## config.mk

```make
export PLATFORM = sky130hd
export DESIGN_NAME = uart_tx_arbiter
export DESIGN_NICKNAME = d
export VERILOG_FILES = /design/src/rtl/uart_pkg.sv /design/src/rtl/uart_tx_arbiter_rr_pick.sv /design/src/rtl/uart_tx_arbiter.sv
export SDC_FILE = /design/constraint.sdc
export NUM_CORES = 1
export LEC_CHECK = 0
export ABC_AREA = 0
export CAP_MARGIN = 20
export CORE_MARGIN = 2
export CORE_UTILIZATION = 45
export CTS_BUF_LIST = sky130_fd_sc_hd__clkbuf_2 sky130_fd_sc_hd__clkbuf_4 sky130_fd_sc_hd__clkbuf_8
export DETAILED_ROUTE_END_ITERATION = 16
export PLACE_DENSITY_LB_ADDON = 0.3
export SLEW_MARGIN = 20
export SYNTH_ARGS = -nofsm -noshare
export SYNTH_HDL_FRONTEND = slang
export SYNTH_SLANG_ARGS = --single-unit
```

## constraint.sdc

```tcl
create_clock -name i_clk -period 3.2 [get_ports i_clk]
set_clock_uncertainty 0.05 [all_clocks]
set_input_delay 0.48 -clock i_clk [delete_from_list [all_inputs] [get_ports i_clk]]
set_output_delay 0.48 -clock i_clk [all_outputs]
set_load 0.01 [all_outputs]
```

## src/rtl/uart_pkg.sv

```systemverilog
// Shared definitions for the UART transmit arbiter: FSM state encodings and a
// constant ceil(log2) helper used to size index and counter fields.
// No logic, no latency, no flow control.
package uart_pkg;

    typedef enum logic [2:0] {
        ST_IDLE      = 3'd0,
        ST_ISSUE     = 3'd1,
        ST_WAIT_ACK  = 3'd2,
        ST_WAIT_DONE = 3'd3,
        ST_GAP       = 3'd4
    } state_t;

    // ceil(log2(v)); clog2(1) = 0.
    function automatic int clog2(input int v);
        int r;
        r = 0;
        while ((1 << r) < v) r++;
        return r;
    endfunction

endpackage

```

## src/rtl/uart_tx_arbiter_rr_pick.sv

```systemverilog
// Round-robin search: first set bit of req_i at or above ptr_i, wrapping to 0.
// Purely combinational (0 cycles). No flow control; found_o=0 when req_i is empty.
// Ports: req_i request vector, ptr_i search start, idx_o winner index, found_o any request.
module rr_pick
    import uart_pkg::*;
#(
    parameter int NUM_REQ = 4
) (
    input  logic [NUM_REQ-1:0]        req_i,
    input  logic [clog2(NUM_REQ)-1:0] ptr_i,
    output logic [clog2(NUM_REQ)-1:0] idx_o,
    output logic                      found_o
);

    localparam int IW = clog2(NUM_REQ);

    logic [IW:0] pos;

    // Walk offsets from the far end down to 0 so the smallest offset from
    // the pointer is the last match written and therefore wins.
    always_comb begin
        idx_o   = '0;
        found_o = 1'b0;
        pos     = '0;
        for (int i = NUM_REQ - 1; i >= 0; i--) begin
            pos = {1'b0, ptr_i} + (IW + 1)'(i);
            if (pos >= (IW + 1)'(NUM_REQ)) pos = pos - (IW + 1)'(NUM_REQ);
            if (req_i[pos]) begin
                idx_o   = pos[IW-1:0];
                found_o = 1'b1;
            end
        end
    end

endmodule

```

## src/rtl/uart_tx_arbiter.sv

```systemverilog
// Shares one start/busy UART transmitter among NUM_REQ byte sources, round-robin per packet.
// Latency: grant 1 clk after request in IDLE; start pulse 1 clk after a ready transfer.
// Backpressure: one-hot o_req_ready only in ISSUE; held off while i_tx_busy, during the gap.
// Ports: i_req_* byte sources, o_req_ready accept, o_tx_start/o_tx_data/i_tx_busy to uart_tx,
//        o_grant_id current owner, o_active packet grant held.
module uart_tx_arbiter
    import uart_pkg::*;
#(
    parameter int NUM_REQ      = 4,
    parameter int BIT_NUM      = 8,
    parameter int GAP_CYCLES   = 0,
    parameter int LOCK_TIMEOUT = 0
) (
    input  logic                        i_clk,
    input  logic                        i_rst,
    input  logic [NUM_REQ-1:0]          i_req_valid,
    input  logic [NUM_REQ-1:0]          i_req_last,
    input  logic [NUM_REQ*BIT_NUM-1:0]  i_req_data,
    output logic [NUM_REQ-1:0]          o_req_ready,
    output logic                        o_tx_start,
    output logic [BIT_NUM-1:0]          o_tx_data,
    input  logic                        i_tx_busy,
    output logic [clog2(NUM_REQ)-1:0]   o_grant_id,
    output logic                        o_active
);

    localparam int IW = clog2(NUM_REQ);
    localparam int GW = clog2(GAP_CYCLES + 2);
    localparam int TW = clog2(LOCK_TIMEOUT + 2);

    state_t             state_q, state_d;
    logic [IW-1:0]      grant_q, grant_d;
    logic [IW-1:0]      ptr_q, ptr_d;
    logic               active_q, active_d;
    logic [BIT_NUM-1:0] data_q, data_d;
    logic               last_q, last_d;
    logic               start_q, start_d;
    logic [GW-1:0]      gap_cnt_q, gap_cnt_d;
    logic [TW-1:0]      to_cnt_q, to_cnt_d;

    logic [IW-1:0]      pick_idx;
    logic               pick_found;
    logic [IW-1:0]      ptr_inc;
    logic [BIT_NUM-1:0] sel_data;

    rr_pick #(.NUM_REQ(NUM_REQ)) u_pick (
        .req_i   (i_req_valid),
        .ptr_i   (ptr_q),
        .idx_o   (pick_idx),
        .found_o (pick_found)
    );

    assign ptr_inc  = (grant_q == IW'(NUM_REQ - 1)) ? '0 : grant_q + 1'b1;
    assign sel_data = i_req_data[grant_q*BIT_NUM +: BIT_NUM];

    always_comb begin
        o_req_ready = '0;
        if (state_q == ST_ISSUE) o_req_ready[grant_q] = 1'b1;
    end

    assign o_tx_start = start_q;
    assign o_tx_data  = data_q;
    assign o_grant_id = grant_q;
    assign o_active   = active_q;

    always_comb begin
        state_d   = state_q;
        grant_d   = grant_q;
        ptr_d     = ptr_q;
        active_d  = active_q;
        data_d    = data_q;
        last_d    = last_q;
        start_d   = 1'b0;
        gap_cnt_d = gap_cnt_q;
        to_cnt_d  = to_cnt_q;
        case (state_q)
            ST_IDLE: begin
                // Busy may still be high from a frame cut short by reset.
                if (!i_tx_busy && pick_found) begin
                    grant_d  = pick_idx;
                    active_d = 1'b1;
                    to_cnt_d = '0;
                    state_d  = ST_ISSUE;
                end
            end
            ST_ISSUE: begin
                if (i_req_valid[grant_q]) begin
                    data_d  = sel_data;
                    last_d  = i_req_last[grant_q];
                    start_d = 1'b1;
                    state_d = ST_WAIT_ACK;
                end else if (LOCK_TIMEOUT > 0) begin
                    if (to_cnt_q == TW'(LOCK_TIMEOUT - 1)) begin
                        active_d = 1'b0;
                        ptr_d    = ptr_inc;
                        to_cnt_d = '0;
                        state_d  = ST_IDLE;
                    end else begin
                        to_cnt_d = to_cnt_q + 1'b1;
                    end
                end
            end
            ST_WAIT_ACK: begin
                if (i_tx_busy) state_d = ST_WAIT_DONE;
            end
            ST_WAIT_DONE: begin
                if (!i_tx_busy) begin
                    if (last_q) begin
                        ptr_d     = ptr_inc;
                        active_d  = 1'b0;
                        gap_cnt_d = '0;
                        state_d   = (GAP_CYCLES > 0) ? ST_GAP : ST_IDLE;
                    end else begin
                        to_cnt_d = '0;
                        state_d  = ST_ISSUE;
                    end
                end
            end
            ST_GAP: begin
                if (gap_cnt_q == GW'(GAP_CYCLES - 1)) state_d = ST_IDLE;
                else gap_cnt_d = gap_cnt_q + 1'b1;
            end
            default: begin
                active_d = 1'b0;
                state_d  = ST_IDLE;
            end
        endcase
    end

    always_ff @(posedge i_clk or posedge i_rst) begin
        if (i_rst) begin
            state_q   <= ST_IDLE;
            grant_q   <= '0;
            ptr_q     <= '0;
            active_q  <= 1'b0;
            data_q    <= '0;
            last_q    <= 1'b0;
            start_q   <= 1'b0;
            gap_cnt_q <= '0;
            to_cnt_q  <= '0;
        end else begin
            state_q   <= state_d;
            grant_q   <= grant_d;
            ptr_q     <= ptr_d;
            active_q  <= active_d;
            data_q    <= data_d;
            last_q    <= last_d;
            start_q   <= start_d;
            gap_cnt_q <= gap_cnt_d;
            to_cnt_q  <= to_cnt_d;
        end
    end

endmodule

```

==> results.toml, run 1 <==
[setup_path]
cp_max_fo = 18
crit_type = "reg2out"
cp-start-kind = "flip-flop"
arrival_ps = 2160
crit_family = "flip-flops"
crit_buf_inv = 2
ff2ff_path_depth = 6
rrSetupSlack_ps = 1230
end_kind = "primary output"
slowest_delay_ps = 840
crit_chain = "inv_1 > ha_1 > and2_1 > clkdlybuf4s50_1"
rr_startpoint = "state_q[0]$_DFFE_PP0P_"
slowest_stage = "dfrtp_1"
worstPathRequired_ps = 2670
r2r-end = "state_q[1]$_DFFE_PP0P_"

[layout]
final_cell_mix = "clkdlybuf4s50_1, dfrtp_1, mux2_2, mux4_2, ha_1"
synthToLayoutAreaGrowth_pct = 52.2
final_common_cell = "clkdlybuf4s50_1"
fin_cells = 184
antennaDiodeCount = 0
final_nets = 206
drive_gt1_frac = 0.195
fill_cells = 181

[clock_tree]
clock-sinks = 17
cts_tree = "built"
cts_resized = 0
cts_hold_buf = 0
cts_inserted_buffers = 3
cts_setup_buffers = 0
cts.clk_slew.worst_paths_ps = 100
insertion_delay_ps = 290
cts_root_buf = "clkbuf_4"
cts_max_level = 1
clk_path_buf_depth = 2

[timing]
worst_pin_slew_ps = 741
fin_tns_setup_ps = 0
finalSetupViolCount = 0
max_freq_mhz = 372
fin_crit_ps = 2690
slew_headroom = 0.506
hold_violations = 0
rsz0062_at_grt = "false"
final.setup.worst_slack_ps = 514
drv_slew = 0
post-route-period-util = 0.839

[floorplanning]
die_h_um = 55.6
start_util = 0.478
rows = 18
core_um2 = 2500
die_w_um = 55.6
io_pins = 59
die-area_um2 = 3090

[job]
drv_cap = 0

[global_routing]
grt_pass1_vias = 1107
overflow = 0
grt_max_degree = 19
antenna_found_initial = 0
track_usage = 0.206
grt_pass1_wl_um = 4940

[synth]
ys_ff_latch = 17
synth_cell_types = 31
netlist_area_um2 = 1200
syn_area_per_cell_um2 = 12.6
syn-num-nets = 146
ys_warn_count = 0
ys_seq_area_frac = 0.356
netlist_instances = 95

[route]
vias_per_cell = 5.39
num_vias = 991
wl_um = 2780
drt_iter0_drc = 18
drc = 0
wl_per_cell_um = 15.1
ant_nets = 0
dr.pass1.iters = 4

[outcome]
outcome = "complete, no violations"

[power]
vdd_drop_max_mv = 0.534
p_leak_nw = 0.754
power.density_nw_per_um2 = 773

[hold_path]
holdPathStages = 2
hold_end = "o_active$_DFFE_PP0P_"
hold_class = "reg2reg"
min_from = "o_active$_DFFE_PP0P_"

[placement]
port_buffers = 58
place_ws_ps = 798
routabilityCongestion = 0.768
dpl.hpwl_um = 2280
dp.cells = 180
==> Yosys cell counts <==
cell type  number  share of area
buf_6           2          0.019
buf_2           1         0.0042
o31ai_1         1         0.0063
a211o_2         1         0.0084
mux2_2         10          0.094
inv_1           7          0.022
o21ai_0         4          0.017
o221ai_1        1         0.0073
a21o_1          1         0.0063
nor3b_1         1         0.0063
and2_1          4          0.021
nand3b_1        1         0.0063
nor4_1          2          0.010
dfrtp_1        17           0.36
a21boi_0        1         0.0063
or3b_2          1         0.0073
mux4_2          9           0.17
a21oi_1         1         0.0042
o22ai_1         1         0.0052
nor2_1          1         0.0031
clkbuf_1        1         0.0031
nor3_1          1         0.0042
mux2_1          1         0.0094
a311oi_2        1          0.013
mux2i_1         2          0.017
nand2_1         6          0.019
o211ai_4        1          0.018
nor2b_1         4          0.021
mux2_4          2          0.025
o32a_1          1         0.0084
ha_1            8          0.084
==> routing by layer <==
metal,vias to the layer above,share of wire,GRT usage
li1,473,-,-
met3,4,0.051,0.0445
met1,480,0.38,0.237
met4,0,0.014,0.0732
met2,34,0.55,0.372
met5,-,0,0
==> worst min-delay path: cells and delay by family, from the launching register on <==
| kind | cells | cell delay, ps |
|---|---|---|
| flip-flops | 1 | 380 |
| AND/OR/NAND/NOR | 2 | 100 |
==> report_power, final <==
group	switching (mW)	internal, mW	total, mW
Sequential	0.125	0.323	0.448
Combinational	0.319	0.516	0.835
Clock	0.0670	0.0570	0.124
==> state kept, by name (all words and copies together), names as in the netlist <==
signal      count
last_q          1
o_active        1
o_grant_id      2
state_q         2
o_tx_data       8
ptr_q           2
o_tx_start      1
==> area by class of cell <==
cell class | count | area (um^2) | area share
inverters | 7 | 26.3 | 0.0144
flip-flops and latches | 17 | 425 | 0.234
repair buffers | 59 | 588 | 0.323
multi-input cells | 67 | 713 | 0.392
well taps | 30 | 37.5 | 0.0206
clock buffers | 4 | 30.0 | 0.0165
==> cells by family (layout without fill, tap and decap cells) <==
family                   count (synthesis)  count (layout)  share of synthesized area
AO/OA/AOI/OAI                           14              14                     0.0994
adder cells (fa/ha/maj)                  8               8                     0.0837
buffers and inverters                   11              70                     0.0481
flip-flops                              17              17                      0.356
multiplexers                            24              24                      0.315
AND/OR/NAND/NOR                         21              21                     0.0983
==> worst max path at each step <==
stage	startpoint	end	slack (ps)	cells after the start
2_1_floorplan	state_q[0]$_DFFE_PP0P_	state_q[1]$_DFFE_PP0P_	1320	6
4_1_cts	o_grant_id[1]$_DFFE_PP0P_	o_req_ready[0]	480	4
3_3_place_gp	i_tx_busy	state_q[1]$_DFFE_PP0P_	840	5
5_1_grt	o_grant_id[1]$_DFFE_PP0P_	o_req_ready[0]	380	4
6_report	o_grant_id[1]$_DFFE_PP0P_	o_req_ready[0]	510	4
3_5_place_dp	i_tx_busy	state_q[1]$_DFFE_PP0P_	800	5
==> metrics by stage <==
step	total power, mW	hold slack, ps	instance area, um^2	utilization
4_1_cts	1.43	456	1820	0.728
5_1_grt	1.53	490	1820	0.728
6_report	1.41	457	1820	0.728
3_5_place_dp	1.30	436	1790	0.716
2_1_floorplan	0.980	356	1200	-
3_3_place_gp	1.26	420	1790	0.716
No activity file was read; power rests on OpenSTA's default activity.
==> run 2, diff against run 1 <==
--- a/config.mk
+++ b/config.mk
@@ -8,7 +8,7 @@
 export ABC_AREA = 0
 export CAP_MARGIN = 20
 export CORE_MARGIN = 2
-export CORE_UTILIZATION = 45
+export CORE_UTILIZATION = 41
 export CTS_BUF_LIST = sky130_fd_sc_hd__clkbuf_2 sky130_fd_sc_hd__clkbuf_4 sky130_fd_sc_hd__clkbuf_8
 export DETAILED_ROUTE_END_ITERATION = 16
 export PLACE_DENSITY_LB_ADDON = 0.3
==> constraint.sdc (replaced) <==
create_clock -name i_clk -period 2.5 [get_ports i_clk]
set_clock_uncertainty 0.05 [all_clocks]
set_input_delay 0.375 -clock i_clk [delete_from_list [all_inputs] [get_ports i_clk]]
set_output_delay 0.375 -clock i_clk [all_outputs]
set_load 0.01 [all_outputs]
==> run 2 against run 1 <==
Flip-flop and latch count unchanged. Combinational power up 38%. Cell area up 0.76%. Critical path depth unchanged. Register-to-register slack worse by 740 ps. Largest cell class unchanged. Largest power group unchanged.
==> results.toml, run 2 (synthesis results as in run 1) <==
[timing]
finalSetupViolCount = 0
post-route-period-util = 0.914
max_freq_mhz = 438
final.setup.worst_slack_ps = 216
hold_violations = 0
drv_slew = 0
worst_pin_slew_ps = 658
slew_headroom = 0.561
rsz0062_at_grt = "false"
fin_tns_setup_ps = 0
fin_crit_ps = 2280
worst_hold_slack_ps = 423

[floorplanning]
io_pins = 59
core_um2 = 2760
die-area_um2 = 3370
die_w_um = 58.0
die_h_um = 58.0
rows = 19
start_util = 0.434

[global_routing]
met3_usage = 0.0469
grt_max_degree = 18
track_usage = 0.181
grt_pass1_vias = 1034
grt_pass1_wl_um = 4670
grt-busiest-layer = "met2"
use_met1 = 0.228
antenna_found_initial = 0
overflow = 0
use_met2 = 0.323

[route]
drt_iter0_drc = 14
wl_per_cell_um = 16.1
dr.pass1.iters = 4
wl_um = 3010
drc = 0
vias_per_cell = 5.28
ant_nets = 0
num_vias = 987

[layout]
final_common_cell = "clkdlybuf4s50_1"
fill_cells = 223
final_nets = 208
drive_gt1_frac = 0.205
fin_cells = 187
synthToLayoutAreaGrowth_pct = 53.3
final_cell_mix = "clkdlybuf4s50_1, dfrtp_1, mux2_2, mux4_2, ha_1"
antennaDiodeCount = 0
largest_reg_flops = 8

[setup_path]
rrSetupSlack_ps = 490
crit_chain = "buf_4 > ha_1 > and2_1 > clkdlybuf4s50_1"
crit_buf_inv = 2
rr_startpoint = "state_q[0]$_DFFE_PP0P_"
worstPathRequired_ps = 2080
slowest_stage = "clkdlybuf4s50_1"
worstSetupStartpoint = "o_grant_id[0]$_DFFE_PP0P_"
end_kind = "primary output"
ff2ff_path_depth = 6
cp_max_fo = 7
crit_type = "reg2out"
crit_family = "buffers and inverters"
r2r-end = "state_q[1]$_DFFE_PP0P_"
slowest_delay_ps = 540
cp-start-kind = "flip-flop"
arrival_ps = 1860

[clock_tree]
cts_inserted_buffers = 3
cts_max_level = 1
cts.clk_slew.worst_paths_ps = 110
cts_resized = 0
cts_setup_buffers = 0
clock-sinks = 17
clk_path_buf_depth = 2
insertion_delay_ps = 290
cts_root_buf = "clkbuf_4"
cts_tree = "built"
cts_hold_buf = 0

[power]
power.density_nw_per_um2 = 995
p_leak_nw = 0.764
vdd_drop_max_mv = 0.574

[placement]
routabilityCongestion = 0.684
port_buffers = 58
dpl.hpwl_um = 2460
dp.cells = 183
place_ws_ps = 190

[hold_path]
hold_class = "in2async"

[job]
drv_cap = 0

[outcome]
outcome = "complete, no violations"
==> run 2: cell count changes in the layout (fill, tap and decap cells not counted) <==
cell | previous run | this run
clkbuf_4 | 4 | 3
clkinv_2 | 0 | 1
buf_4 | 1 | 3
==> run 2: worst max-delay path by stage <==
stage	end	cells past startpoint
final	o_req_ready[3]	4
after global placement	state_q[1]$_DFFE_PP0P_	5
after floorplan	state_q[1]$_DFFE_PP0P_	6
after global routing	o_req_ready[3]	4
after detailed placement	state_q[1]$_DFFE_PP0P_	5
after CTS	o_req_ready[3]	4
==> run 2: report_power, final <==
| part | total (mW) | leakage (nW) | internal [mW] | switching, mW |
|---|---|---|---|---|
| sequential | 0.528 | 0.206 | 0.414 | 0.114 |
| combinational | 1.15 | 0.540 | 0.677 | 0.469 |
| clock | 0.151 | 0.0177 | 0.0593 | 0.0916 |
| total | 1.83 | 0.764 | 1.15 | 0.675 |
==> run 2: stage by stage <==
step                utilization  total power [mW]  area, um^2
floorplan                     -              1.25        1200
global placement          0.655              1.64        1810
detailed placement        0.655              1.69        1810
CTS                       0.665              1.84        1830
global route              0.665              1.96        1830
finish                    0.665              1.83        1830
==> run 2: cell type report <==
type                    instances  area [um^2]  area share
inverters                       7         26.3      0.0143
flip-flops and latches         17          425       0.232
clock inverters                 1         5.00     0.00273
multi-input cells              67          713       0.389
repair buffers                 61          603       0.329
clock buffers                   3         22.5      0.0123
well taps                      31         38.8      0.0211
==> run 2: per-layer routing <==
metal / part of all wire / routed length [um]
met1: 0.40 / 1220
met2: 0.50 / 1520
met3: 0.084 / 253
met4: 0.0063 / 19
met5: 0 / 0
==> run 3, diff against run 2 <==
--- a/config.mk
+++ b/config.mk
@@ -8,7 +8,7 @@
 export ABC_AREA = 0
 export CAP_MARGIN = 20
 export CORE_MARGIN = 2
-export CORE_UTILIZATION = 41
+export CORE_UTILIZATION = 30
 export CTS_BUF_LIST = sky130_fd_sc_hd__clkbuf_2 sky130_fd_sc_hd__clkbuf_4 sky130_fd_sc_hd__clkbuf_8
 export DETAILED_ROUTE_END_ITERATION = 16
 export PLACE_DENSITY_LB_ADDON = 0.3
==> run 3 against run 2 <==
Power rose by 2.6%. Sequential power barely moved. First-iteration DRC count fell by 14%. Critical path type unchanged. Largest power group unchanged.
==> results.toml, run 3 (synthesis results as in run 1) <==
[layout]
drive_gt1_frac = 0.200
final_common_cell = "clkdlybuf4s50_1"
largest_reg_flops = 8
final_cell_mix = "clkdlybuf4s50_1, dfrtp_1, mux2_2, mux4_2, ha_1"
synthToLayoutAreaGrowth_pct = 56.3
antennaDiodeCount = 0
fin_util = 0.499
fin_area_um2 = 1870
final_nets = 207
fill_cells = 359

[hold_path]
min_from = "o_active$_DFFE_PP0P_"
holdPathStages = 2
hold_class = "reg2reg"
hold_end = "o_active$_DFFE_PP0P_"

[clock_tree]
clock-sinks = 17
cts_resized = 0
cts_tree = "built"
cts.clk_slew.worst_paths_ps = 60
cts_hold_buf = 0
insertion_delay_ps = 240
cts_inserted_buffers = 3
cts_root_buf = "clkbuf_8"
cts_max_level = 1
cts_setup_buffers = 0
clk_path_buf_depth = 2

[setup_path]
end_kind = "primary output"
arrival_ps = 1830
crit_type = "reg2out"
ff2ff_path_depth = 6
cp-start-kind = "flip-flop"
worstPathRequired_ps = 2080
cp_max_fo = 10
rr_startpoint = "state_q[0]$_DFFE_PP0P_"
r2r-end = "state_q[1]$_DFFE_PP0P_"
rrSetupSlack_ps = 490

[floorplanning]
core_um2 = 3740
die_h_um = 67.1
rows = 22
die-area_um2 = 4510
start_util = 0.320
io_pins = 59
die_w_um = 67.1

[placement]
port_buffers = 58
dpl.hpwl_um = 2440
routabilityCongestion = 0.820
dpl-instance-area_um2 = 1820
place_ws_ps = 188

[power]
clock_power_share = 0.113
p_sw_frac = 0.355
power.density_nw_per_um2 = 1000
comb_power_share = 0.606
seqPwrFrac = 0.281
p_total_mw = 1.87
power.switching_mw = 0.665
p_int_mw = 1.21
p_leak_nw = 0.767
vdd_drop_max_mv = 0.467

[route]
dr.pass1.iters = 2
drc = 0
ant_nets = 0
wl_um = 2980
num_vias = 1018
vias_per_cell = 5.01
drt_iter0_drc = 12
wl_per_cell_um = 14.7

[timing]
max_freq_mhz = 444
rsz0062_at_grt = "false"
final.setup.worst_slack_ps = 246
fin_crit_ps = 2250
fin_tns_setup_ps = 0
drv_slew = 0
slew_headroom = 0.563
post-route-period-util = 0.902
worst_pin_slew_ps = 655
finalSetupViolCount = 0
hold_violations = 0

[global_routing]
grt_pass1_vias = 1001
grt_max_degree = 18
overflow = 0
antenna_found_initial = 0
track_usage = 0.139
grt_pass1_wl_um = 4530

[outcome]
outcome = "complete, no violations"

[job]
drv_cap = 0
[run 3: how the worst max path moves through the flow]
| stage | startpoint | endpoint | slack [ps] |
|---|---|---|---|
| final | o_grant_id[0]$_DFFE_PP0P_ | o_req_ready[2] | 250 |
| after global routing | o_grant_id[0]$_DFFE_PP0P_ | o_req_ready[2] | 140 |
| after CTS | o_grant_id[0]$_DFFE_PP0P_ | o_req_ready[2] | 210 |
| after detailed placement | i_tx_busy | state_q[1]$_DFFE_PP0P_ | 190 |
| after global placement | i_tx_busy | state_q[1]$_DFFE_PP0P_ | 250 |
| after floorplan | state_q[0]$_DFFE_PP0P_ | state_q[1]$_DFFE_PP0P_ | 620 |
[run 3: power by group through the flow]
stage                     clock network (mW)  logic, mW  registers [mW]
final                                  0.211       1.14           0.526
after global routing                   0.231       1.23           0.549
after CTS                              0.221       1.15           0.528
after detailed placement                   0       1.15           0.535
after global placement                     0       1.11           0.527
after floorplan                            0      0.708           0.547
[run 3: metrics by stage]
stage,hold WS [ps],cells
5_1_grt,461,203
3_5_place_dp,435,199
2_1_floorplan,251,95
3_3_place_gp,419,199
6_report,448,203
4_1_cts,450,203
[run 3: final cells by class]
cell class | instances | area, um^2 | area share
clock buffers | 4 | 48.8 | 0.0261
inverters | 7 | 26.3 | 0.0141
multi-input cells | 67 | 713 | 0.382
flip-flops and latches | 17 | 425 | 0.228
well taps | 48 | 60.1 | 0.0321
repair buffers | 60 | 596 | 0.319
[run 3: per-layer routing]
metal  vias up  wire [um]  GRT usage
met5         -          0          0
met4         0         51     0.0663
met3         4        135     0.0367
met2        24       1670      0.250
met1       515       1120      0.151
li1        475          -          -
[run 3: critical path, stage by stage (launching register included)]
cell	delay (ps)
dfrtp_1	630
inv_1	120
ha_1	210
and2_1	150
clkdlybuf4s50_1	480
